`config.mk`:
```
export PLATFORM = sky130hd
export DESIGN_NAME = dot_product_sequencer
export DESIGN_NICKNAME = d
export VERILOG_FILES = /design/src/rtl/dps_pkg.sv /design/src/rtl/dps_operand_fifo.sv /design/src/rtl/dot_product_sequencer.sv
export SDC_FILE = /design/constraint.sdc
export NUM_CORES = 1
export LEC_CHECK = 0
export ABC_AREA = 1
export BUFFER_PORTS_ARGS = -buffer_cell sky130_fd_sc_hd__buf_2
export CELL_PAD_IN_SITES_DETAIL_PLACEMENT = 1
export CELL_PAD_IN_SITES_GLOBAL_PLACEMENT = 1
export CORE_UTILIZATION = 40
export DETAILED_ROUTE_END_ITERATION = 6
export PLACE_DENSITY = 0.73
export SETUP_SLACK_MARGIN = 0.3
export SYNTH_ARGS = -nofsm -noshare
export SYNTH_HDL_FRONTEND = slang
export SYNTH_SLANG_ARGS = --single-unit
```
`constraint.sdc`:
```
create_clock -name clk -period 2.6 [get_ports clk]
set_input_delay 0.52 -clock clk [delete_from_list [all_inputs] [get_ports clk]]
set_output_delay 0.52 -clock clk [all_outputs]
set_load 0.05 [all_outputs]
```
`src/rtl/dps_pkg.sv`:
```
// Shared types for the dot-product sequencer: FSM states, the buffered
// operand pair and the operand width used by the attached multiplier.
package dps_pkg;

  localparam int OPW = 16;

  typedef enum logic [1:0] {
    IDLE   = 2'd0,
    WAIT   = 2'd1,
    OUTPUT = 2'd2
  } dps_state_t;

  typedef struct packed {
    logic [OPW-1:0] a;
    logic [OPW-1:0] b;
    logic           last;
  } operand_pair_t;

endpackage

```
`src/rtl/dps_operand_fifo.sv`:
```
// Small synchronous FIFO buffering operand pairs ahead of the multiplier.
// Pointers carry one extra wrap bit so full and empty are distinguishable.
module dps_operand_fifo
  import dps_pkg::*;
#(
  parameter int FIFO_DEPTH = 4
) (
  input  logic          clk,
  input  logic          rst_n,
  input  logic          push,
  input  operand_pair_t push_data,
  input  logic          pop,
  output operand_pair_t pop_data,
  output logic          full,
  output logic          empty
);

  localparam int AW = $clog2(FIFO_DEPTH);
  localparam logic [AW:0] PTR_ONE = {{AW{1'b0}}, 1'b1};

  operand_pair_t mem_q [FIFO_DEPTH];
  logic [AW:0]   wr_ptr_q, wr_ptr_d;
  logic [AW:0]   rd_ptr_q, rd_ptr_d;

  assign empty    = (wr_ptr_q == rd_ptr_q);
  assign full     = (wr_ptr_q[AW] != rd_ptr_q[AW]) &&
                    (wr_ptr_q[AW-1:0] == rd_ptr_q[AW-1:0]);
  assign pop_data = mem_q[rd_ptr_q[AW-1:0]];

  // Advance pointers; push and pop in the same cycle are both honoured.
  always_comb begin
    wr_ptr_d = wr_ptr_q;
    rd_ptr_d = rd_ptr_q;
    if (push && !full)  wr_ptr_d = wr_ptr_q + PTR_ONE;
    if (pop  && !empty) rd_ptr_d = rd_ptr_q + PTR_ONE;
  end

  // Pointer registers; only control state is reset.
  always_ff @(posedge clk or negedge rst_n) begin
    if (!rst_n) begin
      wr_ptr_q <= '0;
      rd_ptr_q <= '0;
    end else begin
      wr_ptr_q <= wr_ptr_d;
      rd_ptr_q <= rd_ptr_d;
    end
  end

  // Storage write; contents are meaningless until the pointers cover them.
  always_ff @(posedge clk) begin
    if (push && !full) mem_q[wr_ptr_q[AW-1:0]] <= push_data;
  end

endmodule

```
`src/rtl/dot_product_sequencer.sv`:
```
// Feeds buffered operand pairs to a 16-bit sequential multiplier through its
// start/done handshake and accumulates the products into one result per
// vector (a vector ends at the pair flagged in_last).
module dot_product_sequencer
  import dps_pkg::*;
#(
  parameter int FIFO_DEPTH = 4,
  parameter int ACC_W      = 24,
  parameter int CNT_W      = 16
) (
  input  logic             clk,
  input  logic             rst_n,
  input  logic             in_valid,
  output logic             in_ready,
  input  logic [OPW-1:0]   in_a,
  input  logic [OPW-1:0]   in_b,
  input  logic             in_last,
  output logic             mul_start,
  output logic [OPW-1:0]   mul_a,
  output logic [OPW-1:0]   mul_b,
  input  logic [OPW-1:0]   mul_product,
  input  logic             mul_done,
  input  logic             mul_bsy,
  output logic             res_valid,
  input  logic             res_ready,
  output logic [ACC_W-1:0] res_sum,
  output logic [CNT_W-1:0] res_count,
  output logic             res_ovf
);

  localparam logic [CNT_W-1:0] CNT_ONE = {{(CNT_W-1){1'b0}}, 1'b1};

  operand_pair_t    push_data, head;
  logic             fifo_full, fifo_empty, issue;
  dps_state_t       state_q, state_d;
  logic [OPW-1:0]   mul_a_q, mul_a_d, mul_b_q, mul_b_d;
  logic             last_q, last_d;
  logic [ACC_W-1:0] acc_q, acc_d;
  logic [CNT_W-1:0] cnt_q, cnt_d;
  logic             ovf_q, ovf_d;
  logic [ACC_W:0]   acc_sum;

  assign push_data = {in_a, in_b, in_last};
  assign in_ready  = !fifo_full;

  // bsy is only a gate for issuing; completion is detected from done alone.
  assign issue = (state_q == IDLE) && !fifo_empty && !mul_bsy;

  dps_operand_fifo #(
    .FIFO_DEPTH (FIFO_DEPTH)
  ) u_fifo (
    .clk       (clk),
    .rst_n     (rst_n),
    .push      (in_valid && in_ready),
    .push_data (push_data),
    .pop       (issue),
    .pop_data  (head),
    .full      (fifo_full),
    .empty     (fifo_empty)
  );

  // Product is already truncated to 16 bits; extend with zeros, keep carry.
  assign acc_sum = {1'b0, acc_q} + (ACC_W+1)'(mul_product);

  // Next-state and datapath update for the issue / wait / output sequence.
  always_comb begin
    state_d = state_q;
    mul_a_d = mul_a_q;
    mul_b_d = mul_b_q;
    last_d  = last_q;
    acc_d   = acc_q;
    cnt_d   = cnt_q;
    ovf_d   = ovf_q;
    case (state_q)
      IDLE: begin
        if (issue) begin
          mul_a_d = head.a;
          mul_b_d = head.b;
          last_d  = head.last;
          state_d = WAIT;
        end
      end
      WAIT: begin
        if (mul_done) begin
          acc_d   = acc_sum[ACC_W-1:0];
          ovf_d   = ovf_q | acc_sum[ACC_W];
          cnt_d   = cnt_q + CNT_ONE;
          state_d = last_q ? OUTPUT : IDLE;
        end
      end
      OUTPUT: begin
        if (res_ready) begin
          acc_d   = '0;
          cnt_d   = '0;
          ovf_d   = 1'b0;
          state_d = IDLE;
        end
      end
      default: state_d = IDLE;
    endcase
  end

  // State, operand hold and accumulator registers.
  always_ff @(posedge clk or negedge rst_n) begin
    if (!rst_n) begin
      state_q <= IDLE;
      mul_a_q <= '0;
      mul_b_q <= '0;
      last_q  <= 1'b0;
      acc_q   <= '0;
      cnt_q   <= '0;
      ovf_q   <= 1'b0;
    end else begin
      state_q <= state_d;
      mul_a_q <= mul_a_d;
      mul_b_q <= mul_b_d;
      last_q  <= last_d;
      acc_q   <= acc_d;
      cnt_q   <= cnt_d;
      ovf_q   <= ovf_d;
    end
  end

  // Operands come straight from the FIFO head in the issue cycle, then hold.
  assign mul_start = issue;
  assign mul_a     = issue ? head.a : mul_a_q;
  assign mul_b     = issue ? head.b : mul_b_q;

  assign res_valid = (state_q == OUTPUT);
  assign res_sum   = acc_q;
  assign res_count = cnt_q;
  assign res_ovf   = ovf_q;

endmodule
```
# Word-level counts from Yosys, hierarchy flattened
# Memories as Yosys holds them, arrays and structs flattened.
# Cells that the tools add are included.
[word_totals]
mem_bits_ro = 0
in_bits = 55
mem_count = 1
latch_bits = 0
reg_bits = 82
ram_bits = 132
[classes]
n_reduce_logical = 14
multipliers = 0
shift = 0
magnitude_cmp = 0
div = 0
mux = 18
add_sub_neg = 4
bitwise_logic = 1
n_eq_ne = 8
[memory_table]
columns = ["name", "words", "width", "rd", "rd_clocked_by_memory_dff", "wr", "line_no", "rtl"]
rows = [
  ["u_fifo.mem_q", 4, 33, 1, 0, 1, "dps_operand_fifo.sv:21", "operand_pair_t mem_q [FIFO_DEPTH];"],
]
[op_table]
columns = ["cell", "n"]
rows = [
  ["$mux W16", 4],
  ["$mux W24", 2],
  ["$pmux W24 S2", 1],
  ["$pmux W16 S2", 1],
  ["$add A24 B16 Y25", 1],
  ["$add A16 B1 Y16 const B", 1],
  ["$mux W2", 4],
  ["$add A3 B1 Y3 const B", 2],
  ["$logic_and A1 B1 Y1", 6],
  ["$pmux W2 S3", 1],
  ["$reduce_and A3 Y1", 2],
  ["$mux W1", 4],
  ["$ne A2 B1 Y1 const B", 2],
  ["$eq A3 B3 Y1", 1],
  ["$logic_not A1 Y1", 3],
  ["$eq A2 B1 Y1 const B", 1],
  ["$eq A2 B2 Y1", 1],
  ["$eq A2 B2 Y1 const B", 1],
  ["$logic_not A2 Y1", 1],
  ["$ne A2 B2 Y1 const B", 1],
  ["$pmux W1 S2", 1],
  ["$reduce_and A2 Y1", 1],
  ["$reduce_bool A2 Y1", 1],
  ["$ne A1 B1 Y1", 1],
  ["$or A1 B1 Y1", 1],
]

# Depth between registers and ports, before layout
[depth]
depth_word = 7
mapped_depth = 12
ltp_nobuf = 12

# Cells and area by module
# Synthesis repeated with hierarchy kept, for this count alone.
[unflattened]
cells_unflattened = 1053
area_unflattened_um2 = 9968.3
[modules_own_cells]
columns = ["mod", "cells_per_inst", "area_each_um2", "n_inst"]
rows = [
  ["dps_operand_fifo", 379, 5306.3, 1],
  ["dot_product_sequencer", 674, 4662.0, 1],
]

# Least setup slack after synthesis
# No wires, ideal clock.
[synth_timing]
path_type = "register to register"
start = "register u_fifo.rd_ptr_q[1]"
end = "memory u_fifo.mem_q[3][0] (netlist bit) (enable)"
t_arrival_ps = 2829
period_less_slack_ps = 3255
setup_ps = 426
n_path_buf = 1
stages_incl_launch_ff = 7
slack_ps = -655
required_time_ps = 2174
path_cell_list = "dfrtp_1 buf_2 xor2_1 a21oi_2 nand2_1 nand2_1 nor2_1"
[synth_between]
elab_chain_cells = 7
[synth_rtl]
columns = ["element", "line_no", "rtl"]
rows = [
  ["start, declared", "dps_operand_fifo.sv:23", "logic [AW:0] rd_ptr_q, rd_ptr_d;"],
  ["start signal, assigned", "dps_operand_fifo.sv:45", "rd_ptr_q <= rd_ptr_d;"],
  ["$eq A2 B2 Y1 (*)", "dps_operand_fifo.sv:27", "(wr_ptr_q[AW-1:0] == rd_ptr_q[AW-1:0]);"],
  ["$logic_and A1 B1 Y1 (*)", "dps_operand_fifo.sv:26", "assign full = (wr_ptr_q[AW] != rd_ptr_q[AW]) &&"],
  ["$logic_not A1 Y1 (*)", "dot_product_sequencer.sv:44", "assign in_ready = !fifo_full;"],
  ["named net in_ready", "dot_product_sequencer.sv:14", "output logic in_ready,"],
  ["$logic_and A1 B1 Y1", "dot_product_sequencer.sv:54", ".push (in_valid && in_ready),"],
  ["$logic_and A1 B1 Y1 (*)", "dps_operand_fifo.sv:51", "if (push && !full) mem_q[wr_ptr_q[AW-1:0]] <= push_data;"],
  ["$mux W1 (*)", "dps_operand_fifo.sv:51", ""],
  ["$mux W1 (implied by the code) (*)", "dps_operand_fifo.sv:51", ""],
  ["end, declared", "dps_operand_fifo.sv:21", ""],
]
# Mark *: on every way through the listed nets, which the timed path passes. The rest lies on a longest branch.

# Final worst setup path
[layout_timing]
start = "register u_fifo.wr_ptr_q[1]"
end = "output mul_b[7]"
[layout_between]
elab_chain_cells = 5
[layout_rtl]
columns = ["element", "line_no", "rtl"]
rows = [
  ["start, declared", "dps_operand_fifo.sv:22", "logic [AW:0] wr_ptr_q, wr_ptr_d;"],
  ["start signal, assigned", "dps_operand_fifo.sv:44", "wr_ptr_q <= wr_ptr_d;"],
  ["$eq A3 B3 Y1", "dps_operand_fifo.sv:25", "assign empty = (wr_ptr_q == rd_ptr_q);"],
  ["$logic_not A1 Y1", "dot_product_sequencer.sv:47", "assign issue = (state_q == IDLE) && !fifo_empty && !mul_bsy;"],
  ["$logic_and A1 B1 Y1 (2 in series)", "dot_product_sequencer.sv:47", ""],
  ["$mux W16", "n/a", ""],
  ["end, declared", "dot_product_sequencer.sv:20", "output logic [OPW-1:0] mul_b,"],
]
# No other way between the ends.

==> results.yml <==
worst_setup_path:
  worstSetupEndpointType: "output pin"
  cp_num_buf_inv: 4
  startpoint_type: "flop"
  path_delay_family: "buffers and inverters"
  critPathSlowestCell: "dfrtp_1"
  cp.arrival_ps: 2320
  worstPathRequired_ps: 2080
  cp_slowest_stage_delay_ps: 410
  crit_fanout: 6
  crit_type: "flop to output pin"
  critical_path.cell_chain: "xor2_2, a21oi_4, nand2_2, nand2_4, clkinv_8, buf_8, buf_16, a31oi_1, buf_4"
floorplanning:
  core_um2: 23680
  die_height_um: 158.0
  ios: 131
  start_util_pct: 41.12
  num_rows: 56
  die_x_um: 158.0
  die_area_um2: 24980
place:
  portBuffers: 130
  placed_area_um2: 11010
  hpwl_um: 17550
  finalWeightedCongestion: 0.8881
global_route:
  antenna_found_initial: 4
  grt.overflow.total: 0
  grt_first_pass_wirelength_um: 45220
  grtUsageTotal_pct: 23.84
  grt_pass1_vias: 8391
  grt_max_degree: 49
status:
  violations: "setup timing"
  status: "complete, but fails checks"
synthesis:
  synth_warnings: 0
  synth_cell_types: 40
  avgSynthCellArea_um2: 9.888
  yosysSeqAreaShare_pct: 61.77
  mappedNetlistArea_um2: 9739
  syn_inst: 985
  ys_ff_latch: 214
  syn-num-nets: 1063
drt:
  via_per_inst: 5.274
  routedWlPerCell_um: 19.96
  wirelength_um: 29900
  ant_nets: 0
  via_count: 7900
  drc: 0
  drtPass1Iterations: 4
  drt_iter0_markers: 371
flow_run:
  maxCapViolCount: 0
clock_network:
  htreeDepth: 1
  numCtsBuffers: 25
  clk_pin_slew_worst_paths_ps: 60
  clk_path_buf_depth: 3
  cts-root-buf: "clkbuf_16"
  cts_tree: "yes"
  worstSkewPairLatency_ps: 550
  cts_sinks: 214
sta:
  tns_ps: -5227
  hold_viol: 0
  slew_headroom_pct: 60.25
  finalMaxSlewViolations: 0
  hold_ws_ps: 194.3
  fin_crit_ps: 2843
  setup_slack_ps: -243.3
  fmax_mhz: 351.7
  period_share_pct: 109.4
  worstMarginPinSlew_ps: 589.9
  fin_skew_ps: 23.15
  grt_setup_unrepaired: "true"
  finalSetupViolCount: 33
power:
  seqPwrFrac_pct: 27.8
  cellInternalPower_w: 0.009954
  combPwrFrac_pct: 54.3
  ir_drop_uv: 1227
  power.density_nw_per_um2: 1463
  switchingPower_w: 0.008739
  p_total_w: 0.01869
  pwr-share-clk_pct: 17.8
  power_leakage_nw: 5.258
  switching_share_pct: 46.75
hold_path:
  hold_path_class: "input port to flop"
cells_and_area:
  final_nets: 1236
  syn2layout_area_growth_pct: 31.23
  final_area_um2: 12780
  layout_commonest_cell: "nor2_1"
  drive_gt1_share_pct: 25.32
  final_cell_mix: "181 x nor2_1, 147 x nand2_1, 132 x edfxtp_1"
metal layers:
metal	track usage, %	share of wire, %
met4	6.777	2.3
met1	28.91	42
met3	4.161	4.4
met5	0	0.12
met2	43.19	51
cell usage after synthesis:
| cell type | instances | share of area, % |
|---|---|---|
| clkinv_1 | 2 | 0.077 |
| o21ai_0 | 83 | 4.3 |
| buf_1 | 3 | 0.12 |
| nand4_1 | 3 | 0.19 |
| xnor2_1 | 4 | 0.36 |
| nor2_1 | 215 | 8.3 |
| o31ai_1 | 3 | 0.23 |
| o21a_1 | 1 | 0.077 |
| nand3_2 | 1 | 0.10 |
| nand3_1 | 37 | 1.9 |
| a21oi_2 | 1 | 0.090 |
| o21ai_1 | 3 | 0.15 |
| nor3b_1 | 1 | 0.077 |
| buf_2 | 16 | 0.82 |
| a32o_1 | 1 | 0.10 |
| nand3b_1 | 3 | 0.23 |
| fa_1 | 1 | 0.21 |
| dfrtp_1 | 82 | 21 |
| buf_4 | 4 | 0.31 |
| o21bai_1 | 1 | 0.077 |
| o22ai_1 | 1 | 0.064 |
| buf_6 | 1 | 0.12 |
| inv_2 | 3 | 0.12 |
| nand2_1 | 150 | 5.8 |
| nor2_2 | 2 | 0.13 |
| edfxtp_1 | 132 | 41 |
| xor2_1 | 5 | 0.45 |
| nor2_4 | 3 | 0.35 |
| nand2_2 | 3 | 0.19 |
| and2_1 | 3 | 0.19 |
| nand2_4 | 3 | 0.35 |
| a21oi_1 | 39 | 2.0 |
| a211oi_1 | 1 | 0.077 |
| clkbuf_1 | 13 | 0.50 |
| a22o_1 | 3 | 0.27 |
| nor3_1 | 14 | 0.72 |
| inv_1 | 56 | 2.2 |
| a31oi_1 | 65 | 4.2 |
| a31o_2 | 1 | 0.090 |
| ha_1 | 22 | 2.8 |
power groups by stage:
| stage | Combinational, W | Sequential (W) | Clock, W |
|---|---|---|---|
| after CTS | 0.00962 | 0.00515 | 0.00336 |
| after global routing | 0.0109 | 0.00529 | 0.00349 |
| after detailed placement | 0.00803 | 0.00515 | 0 |
| after floorplan | 0.00530 | 0.00569 | 0 |
| after global placement | 0.00785 | 0.00510 | 0 |
| final | 0.0102 | 0.00520 | 0.00334 |
state kept, by name (all words and copies together), names as in the netlist:
signal	cells
last_q	1
mul_a_q	16
mul_b_q	16
res_count	16
res_ovf	1
res_sum	24
state_q	2
u_fifo.mem_q	132
u_fifo.rd_ptr_q	3
u_fifo.wr_ptr_q	3
what timing repair did:
item,in CTS,in global routing
endpoints found under the setup margin,33,34
resized for setup,135,51
hold buffers,1,0
buffers inserted,18,8
endpoints found under the hold margin,34,0
gates cloned,6,0
pin swaps,4,7
per-stage QoR:
| stage | utilization [%] | setup WS (ps) | std cells |
|---|---|---|---|
| 2_1_floorplan | - | 43.69 | 985 |
| 3_3_place_gp | 46.47 | 231.8 | 1417 |
| 3_5_place_dp | 46.47 | 216.4 | 1417 |
| 4_1_cts | 52.91 | -154.1 | 1488 |
| 5_1_grt | 53.95 | -303.1 | 1496 |
| 6_report | 53.97 | -243.3 | 1498 |
path summary, 6_finish.rpt:
path	start	end	slack [ps]	cells past startpoint
min in group asynchronous	rst_n	res_sum[9]	510	2
worst max-delay path	u_fifo.wr_ptr_q[1]	mul_b[7]	-240	9
worst max register to register	res_sum[0]	res_ovf	540	11
worst min-delay path	in_b[1]	u_fifo.mem_q[0][2]	190	1
max in group asynchronous	rst_n	u_fifo.rd_ptr_q[0]	1400	3
worst min register to register	u_fifo.wr_ptr_q[2]	u_fifo.wr_ptr_q[2]	490	1
cell families (layout without fill, tap and decap cells):
group           after synthesis  count (layout)  synth area share [%]
simple gates                438             438                 18.50
flops                       214             214                 61.77
compound gates              203             203                 11.68
buf+inv                      98             290                 4.214
fa+ha+maj                    23              23                 3.032
xor+xnor                      9               9                0.8093
other cells                   0               2                     0
final cells by class:
cell class	count	area (um2)
inverters	61	244.0
repair buffers	183	1531
clock buffers	35	663.1
diodes	2	5.005
flip-flops and latches	214	6017
multi-input cells	673	3826
clock inverters	11	95.09
fillers	2606	10900
well taps	319	399.1
No activity file was read; power rests on OpenSTA's default activity.
